==> config.mk <==
export PLATFORM = sky130hd
export DESIGN_NAME = led_pwm_drv
export DESIGN_NICKNAME = d
export VERILOG_FILES = /design/src/rtl/led_pwm_drv.sv
export SDC_FILE = /design/constraint.sdc
export NUM_CORES = 1
export LEC_CHECK = 0
export BUFFER_PORTS_ARGS = -buffer_cell sky130_fd_sc_hd__buf_2
export CORE_UTILIZATION = 53
export CTS_CLUSTER_DIAMETER = 150
export DETAILED_ROUTE_END_ITERATION = 7
export PLACE_DENSITY = 0.76
export SLEW_MARGIN = 40
export SYNTH_ARGS = -nofsm -noshare
export SYNTH_HDL_FRONTEND = slang
export SYNTH_SLANG_ARGS = --single-unit
==> constraint.sdc <==
create_clock -name i_Sys_clk -period 2.7 [get_ports i_Sys_clk]
set_clock_uncertainty 0.1 [all_clocks]
set_input_delay 0.54 -clock i_Sys_clk [delete_from_list [all_inputs] [get_ports i_Sys_clk]]
set_output_delay 0.54 -clock i_Sys_clk [all_outputs]
set_load 0.02 [all_outputs]
==> src/rtl/led_pwm_drv.sv <==
// led_pwm_drv: PWM brightness gate for a bank of LEDs with optional duty fading.
//
// A prescaler produces a tick every PRE_DIV clocks. A PWM_BITS-wide counter
// advances on each tick, and one full wrap of that counter is one PWM period.
// The active duty (cur_duty) only changes at the end of a period, either jumping
// straight to the target duty or stepping one LSB per period toward it.
//
// Ports:
//   i_Sys_clk    - single clock, all logic on rising edge
//   i_Rst        - synchronous active-high reset
//   i_led        - per-LED on/off request from the upstream pattern stage
//   i_brightness - requested target duty
//   i_brt_vld    - single-cycle strobe loading i_brightness as the new target
//   i_fade_en    - 1 = ramp toward target one step per period, 0 = jump
//   o_led        - registered, PWM-gated LED drive
//   o_busy       - registered, high while a fade is in progress
module led_pwm_drv #(
    parameter int LED_NUM  = 8,
    parameter int STS_FREQ = 125_000_000,
    parameter int PWM_FREQ = 1000,
    parameter int PWM_BITS = 8,
    parameter int DEF_BRT  = 2**PWM_BITS - 1
) (
    input  logic                i_Sys_clk,
    input  logic                i_Rst,
    input  logic [LED_NUM-1:0]  i_led,
    input  logic [PWM_BITS-1:0] i_brightness,
    input  logic                i_brt_vld,
    input  logic                i_fade_en,
    output logic [LED_NUM-1:0]  o_led,
    output logic                o_busy
);

    localparam int PRE_RAW = STS_FREQ / (PWM_FREQ * (2**PWM_BITS));
    localparam int PRE_DIV = (PRE_RAW < 1) ? 1 : PRE_RAW;
    localparam int PRE_W   = (PRE_DIV > 1) ? $clog2(PRE_DIV) : 1;

    localparam logic [PRE_W-1:0]    PRE_LAST = PRE_W'(PRE_DIV - 1);
    localparam logic [PWM_BITS-1:0] DUTY_MAX = '1;
    localparam logic [PWM_BITS-1:0] DUTY_ONE = PWM_BITS'(1);
    localparam logic [PWM_BITS-1:0] DUTY_DEF = PWM_BITS'(DEF_BRT);

    typedef enum logic [1:0] {StIdle, StUp, StDown} state_t;

    logic [PRE_W-1:0]    pre_cnt;
    logic [PWM_BITS-1:0] pwm_cnt;
    logic [PWM_BITS-1:0] cur_duty;
    logic [PWM_BITS-1:0] tgt_duty;
    state_t              state;
    logic                tick;
    logic                period_end;
    logic                pwm_on;

    assign tick       = (pre_cnt == PRE_LAST);
    assign period_end = tick && (pwm_cnt == DUTY_MAX);

    // Full-scale duty is forced on so the LED never sees a 1-cycle low per period.
    assign pwm_on = (cur_duty == DUTY_MAX) || (pwm_cnt < cur_duty);

    always_ff @(posedge i_Sys_clk) begin
        if (i_Rst) begin
            pre_cnt <= '0;
        end else if (tick) begin
            pre_cnt <= '0;
        end else begin
            pre_cnt <= pre_cnt + PRE_W'(1);
        end
    end

    always_ff @(posedge i_Sys_clk) begin
        if (i_Rst) begin
            pwm_cnt <= '0;
        end else if (tick) begin
            pwm_cnt <= pwm_cnt + DUTY_ONE;
        end
    end

    // A strobe coinciding with period_end lands here on the same edge the FSM
    // samples the old tgt_duty, so that step still uses the previous target.
    always_ff @(posedge i_Sys_clk) begin
        if (i_Rst) begin
            tgt_duty <= DUTY_DEF;
        end else if (i_brt_vld) begin
            tgt_duty <= i_brightness;
        end
    end

    // Steps are gated by a strict compare against the target, so cur_duty can
    // never pass 0 or all-ones and never overshoots. A wrong-direction state
    // (target moved across cur_duty) switches direction without stepping.
    always_ff @(posedge i_Sys_clk) begin
        if (i_Rst) begin
            state    <= StIdle;
            cur_duty <= DUTY_DEF;
            o_busy   <= 1'b0;
        end else if (period_end) begin
            if (!i_fade_en) begin
                cur_duty <= tgt_duty;
                state    <= StIdle;
                o_busy   <= 1'b0;
            end else begin
                unique case (state)
                    StIdle: begin
                        if (cur_duty < tgt_duty) begin
                            state  <= StUp;
                            o_busy <= 1'b1;
                        end else if (cur_duty > tgt_duty) begin
                            state  <= StDown;
                            o_busy <= 1'b1;
                        end else begin
                            o_busy <= 1'b0;
                        end
                    end
                    StUp: begin
                        if (cur_duty < tgt_duty) begin
                            cur_duty <= cur_duty + DUTY_ONE;
                            if (cur_duty + DUTY_ONE == tgt_duty) begin
                                state  <= StIdle;
                                o_busy <= 1'b0;
                            end
                        end else if (cur_duty > tgt_duty) begin
                            state  <= StDown;
                            o_busy <= 1'b1;
                        end else begin
                            state  <= StIdle;
                            o_busy <= 1'b0;
                        end
                    end
                    StDown: begin
                        if (cur_duty > tgt_duty) begin
                            cur_duty <= cur_duty - DUTY_ONE;
                            if (cur_duty - DUTY_ONE == tgt_duty) begin
                                state  <= StIdle;
                                o_busy <= 1'b0;
                            end
                        end else if (cur_duty < tgt_duty) begin
                            state  <= StUp;
                            o_busy <= 1'b1;
                        end else begin
                            state  <= StIdle;
                            o_busy <= 1'b0;
                        end
                    end
                    default: begin
                        state  <= StIdle;
                        o_busy <= 1'b0;
                    end
                endcase
            end
        end
    end

    always_ff @(posedge i_Sys_clk) begin
        if (i_Rst) begin
            o_led <= '0;
        end else begin
            o_led <= i_led & {LED_NUM{pwm_on}};
        end
    end

endmodule

# Yosys cells after proc, flatten, opt, wreduce, memory -nomap -nowiden
# Index checks and enable logic that the tools add are counted.
# word_totals
ff_bits	44
input_bits	20
out_inout_bits	9
word_cells	58
# classes
add_sub_neg	4
order_cmp	3
eq_ne	13
mux	23
n_bitwise	1
n_reduce_logical	7
# ops
op	n
2-to-1 mux 8 bit	3
adder 8 x 1 -> 8 bit (second input constant)	2
equality test 8 bit	2
equality test 8 bit (second input constant)	2
less-than comparator 8 bit	2
2-to-1 mux 2 bit	8
case mux 8 bit (2 select lines)	1
!= test 4 bit (second input constant)	3
adder 9 x 1 -> 9 bit (second input constant)	1
equality test 9 bit (second input constant)	1
2-to-1 mux 1 bit	9
bitwise AND 8 bit	1
> comparator 8 bit	1
AND reduction 4 bit	2
subtractor 8 x 1 -> 8 bit (second input constant)	1
!= test 3 bit (second input constant)	2
case mux 2 bit (3 select lines)	1
!= test 3 x 1 -> 1 bit (second input constant)	1
case mux 1 bit (3 select lines)	1
AND reduction 3 bit	1
equality test 2 x 1 -> 1 bit (second input constant)	1
equality test 2 bit (second input constant)	1
logical NOT 2 bit	1
OR reduction 2 bit	1
other kinds (2)	2

# Logic depth before layout (Yosys ltp)
# Gate-level depths: netlist (run 1).
# logic_depth
depth_word	6
mapped_depth	10
ltp_nobuf	9

# Least setup slack after synthesis (run 1)
# No wires, ideal clock.
# synth_path
path_type	reg-to-reg
startpoint	reg tgt_duty[1]
endpoint	reg state[1]
setup_ns	0.121
arrival_ns	2.309
required_ns	2.479
slack_ns	0.169
stages_incl_launch_ff	11
period_less_slack_ns	2.531
cell_sequence	dfxtp_1 inv_1 ha_1 nor2b_4 o211ai_2 a21oi_2 or4b_1 buf_2 a311oi_4 nor3_4 mux2_4
# synth_via
elab_chain_len	5
elab_cells_between_ends	14
cone_classes	2 x order compare; 5 x eq/ne; 6 x mux; 1 x reduce/logical
# synth_lines
element	line_no	source
start: declaration	48	logic [PWM_BITS-1:0] tgt_duty;
start signal: assignment	84	tgt_duty <= i_brightness;
> comparator 8 bit	107, 121, 130	
2-to-1 mux 2 bit	121	end else if (cur_duty > tgt_duty) begin
2-to-1 mux 2 bit	115	if (cur_duty < tgt_duty) begin
case mux 2 bit (3 select lines)	102	unique case (state)
2-to-1 mux 2 bit	97	if (!i_fade_en) begin
end signal: assignment	99	state <= StIdle;
end signal: assignment	105	state <= StUp;
end signal: assignment	122	state <= StDown;
end: declaration	49	state_t state;
# Parallel ways exist; a longest one is shown, timed or not.
# A chain may end at the register's enable or synchronous reset.

# Final worst setup path (run 1)
# Same ends and word-level chain as after synthesis.

==> results of run 1 <==
==> metal layers <==
metal,global-route usage (%),wire length [µm],vias up
met5,0,0,-
met4,8.55,150,0
met3,4.66,309,18
met2,41.5,2830,73
met1,31.2,2790,1099
li1,-,-,1220
==> registers in the layout, summed over array words and instances (netlist names) <==
register / flops
cur_duty: 8
o_led: 8
tgt_duty: 8
o_busy: 1
pre_cnt: 9
pwm_cnt: 8
state: 2
==> cell families after synthesis <==
family / count (synthesis) / share of synthesized area (%)
flops: 44 / 32.3
fa+ha+maj: 19 / 8.73
xor+xnor: 26 / 8.36
compound gates: 69 / 17.6
buf+inv: 36 / 5.83
simple gates: 120 / 22.9
mux: 11 / 4.27
==> power by group through the flow <==
stage	registers (µW)	clock network, µW	logic (µW)
floorplan	699	0	98.2
global placement	692	0	148
detailed placement	693	0	152
CTS	678	551	153
global route	681	581	170
finish	678	537	154
==> how the worst min path moves through the flow <==
stage / endpoint / cells after the start / from / slack, ns
after floorplan: pre_cnt[0] / 1 / pre_cnt[0] / 0.31
after global placement: pre_cnt[0] / 1 / pre_cnt[0] / 0.33
after detailed placement: pre_cnt[0] / 1 / pre_cnt[0] / 0.34
after CTS: o_led[0] / 3 / i_led[0] / 0.34
after global routing: o_led[0] / 3 / i_led[0] / 0.34
final: tgt_duty[6] / 3 / i_brightness[6] / 0.34
==> area by class of cell <==
| cell class | count | area, µm² | area share (%) |
|---|---|---|---|
| well taps | 67 | 83.8 | 2.68 |
| multi-input cells | 245 | 1700 | 54.4 |
| repair buffers | 46 | 275 | 8.79 |
| clock inverters | 2 | 38.8 | 1.24 |
| flip-flops and latches | 44 | 882 | 28.2 |
| inverters | 18 | 67.6 | 2.16 |
| clock buffers | 6 | 82.6 | 2.64 |
==> metrics by stage <==
stage               util (%)  hold WS, ns  total power, µW  area, µm²
floorplan                  -        0.313              797       2720
global placement        61.7        0.335              840       2990
detailed placement      61.7        0.344              844       2990
CTS                     64.2        0.340             1380       3110
global route            64.6        0.344             1430       3130
finish                  64.6        0.345             1370       3130
==> layout by cell type, fill, tap and decap left out, types with 6 or more instances in the layout <==
cell and n:
and3_1 6, nand3_1 23, nand4_1 7, xor2_1 15, ha_1 18, o21ai_0 12, o211ai_1 9, buf_4 18
inv_1 17, xnor2_1 11, nand2_1 33, a21oi_1 17, clkbuf_8 6, nor2_1 26, buf_2 28, mux2i_1 9
dfxtp_1 43
==> tightest hold or removal path, stage by stage <==
cell      delay (ns)
buf_2           0.07
nand2_1         0.04
o211ai_1        0.06
==> repair_timing <==
item,in CTS,in global routing
gates resized for setup,0,5
setup endpoints to repair,0,5
buffers inserted,0,0
==> run summary, run 1 <==
Internal -> 1030 µW
core area -> 0.00485 mm²
Final ANT Viol Nets -> 0
Least-Margin Pin Slew -> 0.523 ns
CP max stage cell -> or4b_4
leakage -> 0.00147 µW
hpwl dp -> 4550 µm
VDD IR-drop max -> 0.275 mV
switching pwr -> 338 µW
Skew-Pair Late Insertion Delay -> 0.30 ns
worst rel slew slack -> 64.9%
IO Port Bufs -> 28
area leader, netlist -> dfxtp_1
clock sink total -> 44
die width -> 73.7 µm
shortest period the worst path allows -> 2.57 ns
crit path buf inv count -> 1
CTS Buf Count -> 5
FP Rows -> 25
cts hold-fix bufs -> 0
FILL cells -> 418
RR Startpoint -> tgt_duty[1]
slowest stage delay, CP -> 0.56 ns
routability cong. -> 0.939
Pwr Density -> 437 mW/mm²
DRT Wirelength -> 6080 µm
Inst Count DP -> 420
Antenna diodes -> 0
RSZ-0062 raised after global routing -> false
syn_nets -> 364
Worst EP required -> 2.79 ns
die height -> 73.7 µm
drt wl/cell -> 14.2 µm
Pre-antenna DRT Iters -> 4
Avg Inst Size Synth -> 8.38 µm²
most frequent cell after synthesis -> dfxtp_1
clock buffer depth -> 2
drt via density -> 5.63
Initial Util -> 56.2%
total grt overflow -> 0
Final Max Slew Viols -> 0
WS Path Type -> register to register
synthesized flop and latch total -> 44
share of the synthesized area in the top cell type -> 32.3%
crit path launch -> tgt_duty[1]
ys async rst share -> 0%
first-pass GRT wire length -> 10,200 µm
R2R depth -> 9
Post-synth EDFFs -> 0
Die Area -> 0.00543 mm²
worst setup margin -> 0.133 ns
R2R Path End -> state[1]
Sw Share -> 24.7%
final hold vios -> 0
Max Cap Viol -> 0
Final period util -> 95.1%
delay-heaviest family, CP -> simple AND/OR/NAND/NOR gates
All-Layer GR Usage -> 24.6%
vias in the first global route -> 2,249
Post-Place Worst Slack -> 0.0768 ns
sequential group share of total power -> 49.5%
Clock power frac -> 39.2%
Crit Path Max Fanout -> 4
Final setup violation count -> 0
Ys Warns -> 0
pin count of the biggest net entering global routing -> 30
Root Buffer -> clkbuf_8
Setup crit start kind -> register
Area contributors post-synth -> dfxtp_1 32%, ha_1 8.7%, xor2_1 4.8%
ys flop type -> dfxtp_1
Mapped Area -> 0.00272 mm²
DRT iter0 DRCs -> 159
layout cells sized above 1 -> 20.2%
sequential-to-total area share from yosys stat -> 32.3%
flop-to-flop setup slack -> 0.13 ns
initial antenna violation count -> 0
Syn Inst Count -> 325
Hold Path Class -> input pin to register
area grow syn2layout -> 15.0%
I/O pin count -> 29
CP Depth -> 9
count of cell types in the netlist -> 56
Setup TNS Final -> 0 ns
Post-Layout Cell Count -> 428
top cells by count, synth -> 44 x dfxtp_1, 33 x nand2_1, 26 x nor2_1
Final nets -> 399
Combinational Power Share -> 11.3%
crit path DAT -> 2.66 ns
Worst Setup End Kind -> register
clk slew on worst S/H paths -> 0.09 ns
Worst Setup EP -> state[1]
CTS tree -> yes
H-tree levels -> 2
worst-path cell chain -> inv_1 > ha_1 > nor2b_4 > o211ai_2 > a21oi_2 > or4b_4 > a311oi_4 > nor3_4 > mux2_4
DR vias -> 2,410
fmax -> 389 MHz
drt drc -> 0
status -> completed
(Power assumes the default switching activity.)
==> inputs of run 2 (changes only) <==
--- a/config.mk
+++ b/config.mk
@@ -9,7 +9,7 @@
 export CORE_UTILIZATION = 53
 export CTS_CLUSTER_DIAMETER = 150
 export DETAILED_ROUTE_END_ITERATION = 7
-export PLACE_DENSITY = 0.76
+export PLACE_DENSITY_LB_ADDON = 0.12
 export SLEW_MARGIN = 40
 export SYNTH_ARGS = -nofsm -noshare
 export SYNTH_HDL_FRONTEND = slang
==> run summary, run 2 (same netlist as run 1, synthesis figures left out) <==
RSZ-0062 raised after global routing -> false
worst rel slew slack -> 65.0%
Combinational Power Share -> 11.5%
Final Max Slew Viols -> 0
drt wl/cell -> 14.6 µm
routability cong. -> 0.850
Final setup violation count -> 0
status -> completed
WHS -> 0.341 ns
FILL cells -> 433
Max Cap Viol -> 0
die height -> 73.7 µm
max reg flops -> 9
drt drc -> 0
Antenna diodes -> 0
DRT iter0 DRCs -> 161
Worst Setup End Kind -> register
Initial Util -> 56.2%
delay-heaviest family, CP -> simple AND/OR/NAND/NOR gates
crit path buf inv count -> 1
CP max stage cell -> dfxtp_1
leakage -> 0.00145 µW
Setup TNS Final -> 0 ns
Worst EP required -> 2.78 ns
Pwr Density -> 425 mW/mm²
fmax -> 385 MHz
CTS tree -> yes
drt via density -> 5.69
VDD IR-drop max -> 0.272 mV
All-Layer GR Usage -> 25.3%
slowest stage delay, CP -> 0.32 ns
Setup crit start kind -> register
core area -> 0.00485 mm²
crit path DAT -> 2.68 ns
most frequent cells in the layout -> 43 x dfxtp_1, 33 x nand2_1, 28 x buf_2, 26 x nor2_1, 23 x nand3_1
clock sink total -> 44
WS Path Type -> register to register
Final nets -> 400
total grt overflow -> 0
Pre-antenna DRT Iters -> 4
initial antenna violation count -> 0
area grow syn2layout -> 14.6%
Final period util -> 96.2%
Die Area -> 0.00543 mm²
Internal -> 1000 µW
utilization after layout -> 64.4%
Clock power frac -> 37.3%
Crit Path Max Fanout -> 5
H-tree levels -> 2
DR vias -> 2,440
hpwl dp -> 4760 µm
DRT Wirelength -> 6270 µm
FP Rows -> 25
pin count of the biggest net entering global routing -> 22
layout cells sized above 1 -> 20.2%
Hold Path Class -> register to register
first-pass GRT wire length -> 10,500 µm
Final ANT Viol Nets -> 0
vias in the first global route -> 2,294
largest register by flop count -> pre_cnt
final hold vios -> 0
Least-Margin Pin Slew -> 0.521 ns
Skew-Pair Late Insertion Delay -> 0.29 ns
clk slew on worst S/H paths -> 0.08 ns
die width -> 73.7 µm
switching pwr -> 323 µW
CTS Buf Count -> 5
I/O pin count -> 29
worst-path cell chain -> inv_1 > ha_1 > nor3b_2 > nand3_1 > xor2_1 > a2111oi_2 > a211oi_1 > nor3_4 > mux2_4
sequential group share of total power -> 51.2%
cts hold-fix bufs -> 0
Root Buffer -> clkbuf_8
shortest period the worst path allows -> 2.60 ns
IO Port Bufs -> 28
Sw Share -> 24.4%
clock buffer depth -> 2
most common cell after layout, fill and taps aside -> dfxtp_1
==> run 2: worst paths after layout <==
| check | start | endpoint | slack, ns | cells past startpoint |
|---|---|---|---|---|
| max reg2reg | cur_duty[0] | state[1] | 0.10 | 9 |
| min reg2reg | pre_cnt[0] | pre_cnt[0] | 0.34 | 1 |
| min | pre_cnt[0] | pre_cnt[0] | 0.34 | 1 |
| max | cur_duty[0] | state[1] | 0.10 | 9 |
==> run 2: layout make-up <==
class | instances | area [µm²] | area share, %
Clock buffer | 6 | 72.6 | 2.32
Inverter | 18 | 67.6 | 2.16
Timing Repair Buffer | 47 | 283 | 9.06
Clock inverter | 2 | 35.0 | 1.12
Sequential cell | 44 | 882 | 28.3
Multi-Input combinational cell | 245 | 1700 | 54.4
Tap cell | 67 | 83.8 | 2.69
==> run 2: power by group through the flow <==
stage | registers (µW) | logic (µW) | clock network (µW)
after detailed placement | 694 | 151 | 0
after floorplan | 699 | 98.2 | 0
after CTS | 678 | 152 | 506
after global routing | 681 | 170 | 536
final | 678 | 152 | 495
after global placement | 692 | 149 | 0
==> run 2: routing by layer <==
layer | GRT usage, % | vias to the layer above | wire length [µm]
met5 | 0 | - | 0
met4 | 9.83 | 0 | 150
met3 | 5.49 | 18 | 272
met2 | 40.6 | 60 | 2910
met1 | 33.1 | 1141 | 2940
li1 | - | 1221 | -
==> run 2: what timing repair did <==
action	CTS	global route
resized for setup	0	4
buffers inserted	0	0
endpoints found under the setup margin	0	4
==> run 2: per-stage QoR <==
stage	total power [µW]	worst slack [ns]	instance area [µm²]	instances
2_1_floorplan	797	0.169	2720	325
5_1_grt	1390	0.00914	3120	429
3_3_place_gp	841	0.128	3000	421
4_1_cts	1340	0.0691	3110	429
3_5_place_dp	845	0.0782	3000	421
6_report	1330	0.104	3120	429
==> inputs of run 3 (changes only) <==
--- a/config.mk
+++ b/config.mk
@@ -6,6 +6,7 @@
 export NUM_CORES = 1
 export LEC_CHECK = 0
 export BUFFER_PORTS_ARGS = -buffer_cell sky130_fd_sc_hd__buf_2
+export CORE_ASPECT_RATIO = 0.8
 export CORE_UTILIZATION = 53
 export CTS_CLUSTER_DIAMETER = 150
 export DETAILED_ROUTE_END_ITERATION = 7
==> run summary, run 3 (same netlist as run 1, synthesis figures left out) <==
status -> completed
initial antenna violation count -> 0
Worst Hold Launch -> pre_cnt[0]
first-pass GRT wire length -> 10,800 µm
worst rel slew slack -> 63.3%
routability cong. -> 0.929
Die Area -> 0.00543 mm²
Least-Margin Pin Slew -> 0.545 ns
die height -> 66.1 µm
pin count of the biggest net entering global routing -> 30
FP Rows -> 22
core area -> 0.00476 mm²
post-CTS setup buffer count -> 0
Root Buffer -> clkbuf_8
I/O pin count -> 29
VDD IR-drop max -> 0.341 mV
Inst Count DP -> 415
Initial Util -> 57.2%
DRT iter0 DRCs -> 98
Max Cap Viol -> 0
WS Path Type -> register to register
RSZ-0062 raised after global routing -> false
DRT Wirelength -> 6290 µm
flop-to-flop setup slack -> 0.07 ns
Setup crit start kind -> register
met1 usage -> 37.9%
R2R Path End -> state[1]
RR Startpoint -> tgt_duty[1]
CTS tree -> yes
fmax -> 380 MHz
Crit Path Max Fanout -> 4
Final nets -> 401
Pre-antenna DRT Iters -> 4
CTS Buf Count -> 5
DR vias -> 2,396
Antenna diodes -> 0
drt drc -> 0
max reg flops -> 9
CP max stage cell -> or4b_4
met3 usage -> 6.48%
H-tree levels -> 2
Final Max Slew Viols -> 0
largest register by flop count -> pre_cnt
utilization after layout -> 65.1%
worst-path cell chain -> inv_1 > ha_1 > nor2b_4 > o211ai_2 > a21oi_2 > or4b_4 > a311oi_4 > nor3_4 > mux2_4
Hold Path Sink -> pre_cnt[0]
Hold Crit Depth -> 1
Final ANT Viol Nets -> 0
gr busiest metal -> met2
Final setup violation count -> 0
drt via density -> 5.66
hpwl dp -> 4610 µm
Hold Path Class -> register to register
die width -> 82.2 µm
leakage -> 0.00146 µW
drt wl/cell -> 14.9 µm
met2 usage -> 38.5%
R2R depth -> 9
clock buffer depth -> 2
Worst Setup End Kind -> register
Pwr Total -> 1270 µW
clock sink total -> 44
slowest stage delay, CP -> 0.56 ns
total grt overflow -> 0
most common cell after layout, fill and taps aside -> dfxtp_1
WHS -> 0.353 ns
crit path DAT -> 2.72 ns
final hold vios -> 0
IO Port Bufs -> 28
Final period util -> 97.6%
layout cells sized above 1 -> 19.6%
Post-Layout Cell Count -> 423
Pwr Density -> 411 mW/mm²
Setup TNS Final -> 0 ns
Worst EP required -> 2.79 ns
most frequent cells in the layout -> 44 x dfxtp_1, 33 x nand2_1, 28 x buf_2, 26 x nor2_1, 23 x nand3_1
area grow syn2layout -> 13.9%
vias in the first global route -> 2,207
clk slew on worst S/H paths -> 0.09 ns
All-Layer GR Usage -> 26.3%
shortest period the worst path allows -> 2.63 ns
Skew-Pair Late Insertion Delay -> 0.30 ns
-- run 3: where the power goes --
| part | internal (µW) | total, µW | switching, µW |
|---|---|---|---|
| Combinational | 62.6 | 157 | 94.7 |
| Sequential | 667 | 677 | 10.1 |
| Clock | 208 | 440 | 231 |
| Total | 938 | 1270 | 336 |
-- run 3: area by class of cell --
| cell class | count | area (µm²) |
|---|---|---|
| Clock buffer | 7 | 86.3 |
| Sequential cell | 44 | 881 |
| Tap cell | 60 | 75.1 |
| Fill cell | 400 | 1660 |
| Inverter | 18 | 67.6 |
| Clock inverter | 1 | 7.51 |
| Multi-Input combinational cell | 245 | 1690 |
| Timing Repair Buffer | 48 | 290 |
-- run 3: timing repair --
item	CTS	global route
gates resized for setup	0	2
hold endpoints to repair	0	0
endpoints found under the setup margin	0	3
hold buffers	0	0
-- run 3: worst max-delay path, delay by kind of cell, from the launching register on --
kind,cells,cell delay [ns]
simple gates,3,0.80
compound gates,3,0.56
buf+inv,1,0.07
mux,1,0.30
fa+ha+maj,1,0.29
flops,1,0.39
-- run 3: worst max path at each step --
stage | from | endpoint | slack, ns | cells past startpoint
6_report | tgt_duty[1] | state[1] | 0.07 | 9
5_1_grt | tgt_duty[1] | state[1] | 0.01 | 9
2_1_floorplan | tgt_duty[1] | state[1] | 0.17 | 10
4_1_cts | tgt_duty[1] | state[1] | 0.02 | 9
3_5_place_dp | tgt_duty[1] | state[1] | 0.04 | 9
3_3_place_gp | tgt_duty[1] | state[1] | 0.14 | 9
-- run 3: metal layers --
layer | part of all wire, % | wire, µm
met1 | 53 | 3330
met2 | 41 | 2570
met3 | 5.5 | 348
met5 | 0 | 0
met4 | 0.70 | 44
-- run 3: through the flow --
step / instance area [µm²] / setup WS [ns]
2_1_floorplan: 2720 / 0.169
3_3_place_gp: 3000 / 0.139
3_5_place_dp: 3000 / 0.0415
4_1_cts: 3090 / 0.0202
5_1_grt: 3100 / 0.0109
6_report: 3100 / 0.0656
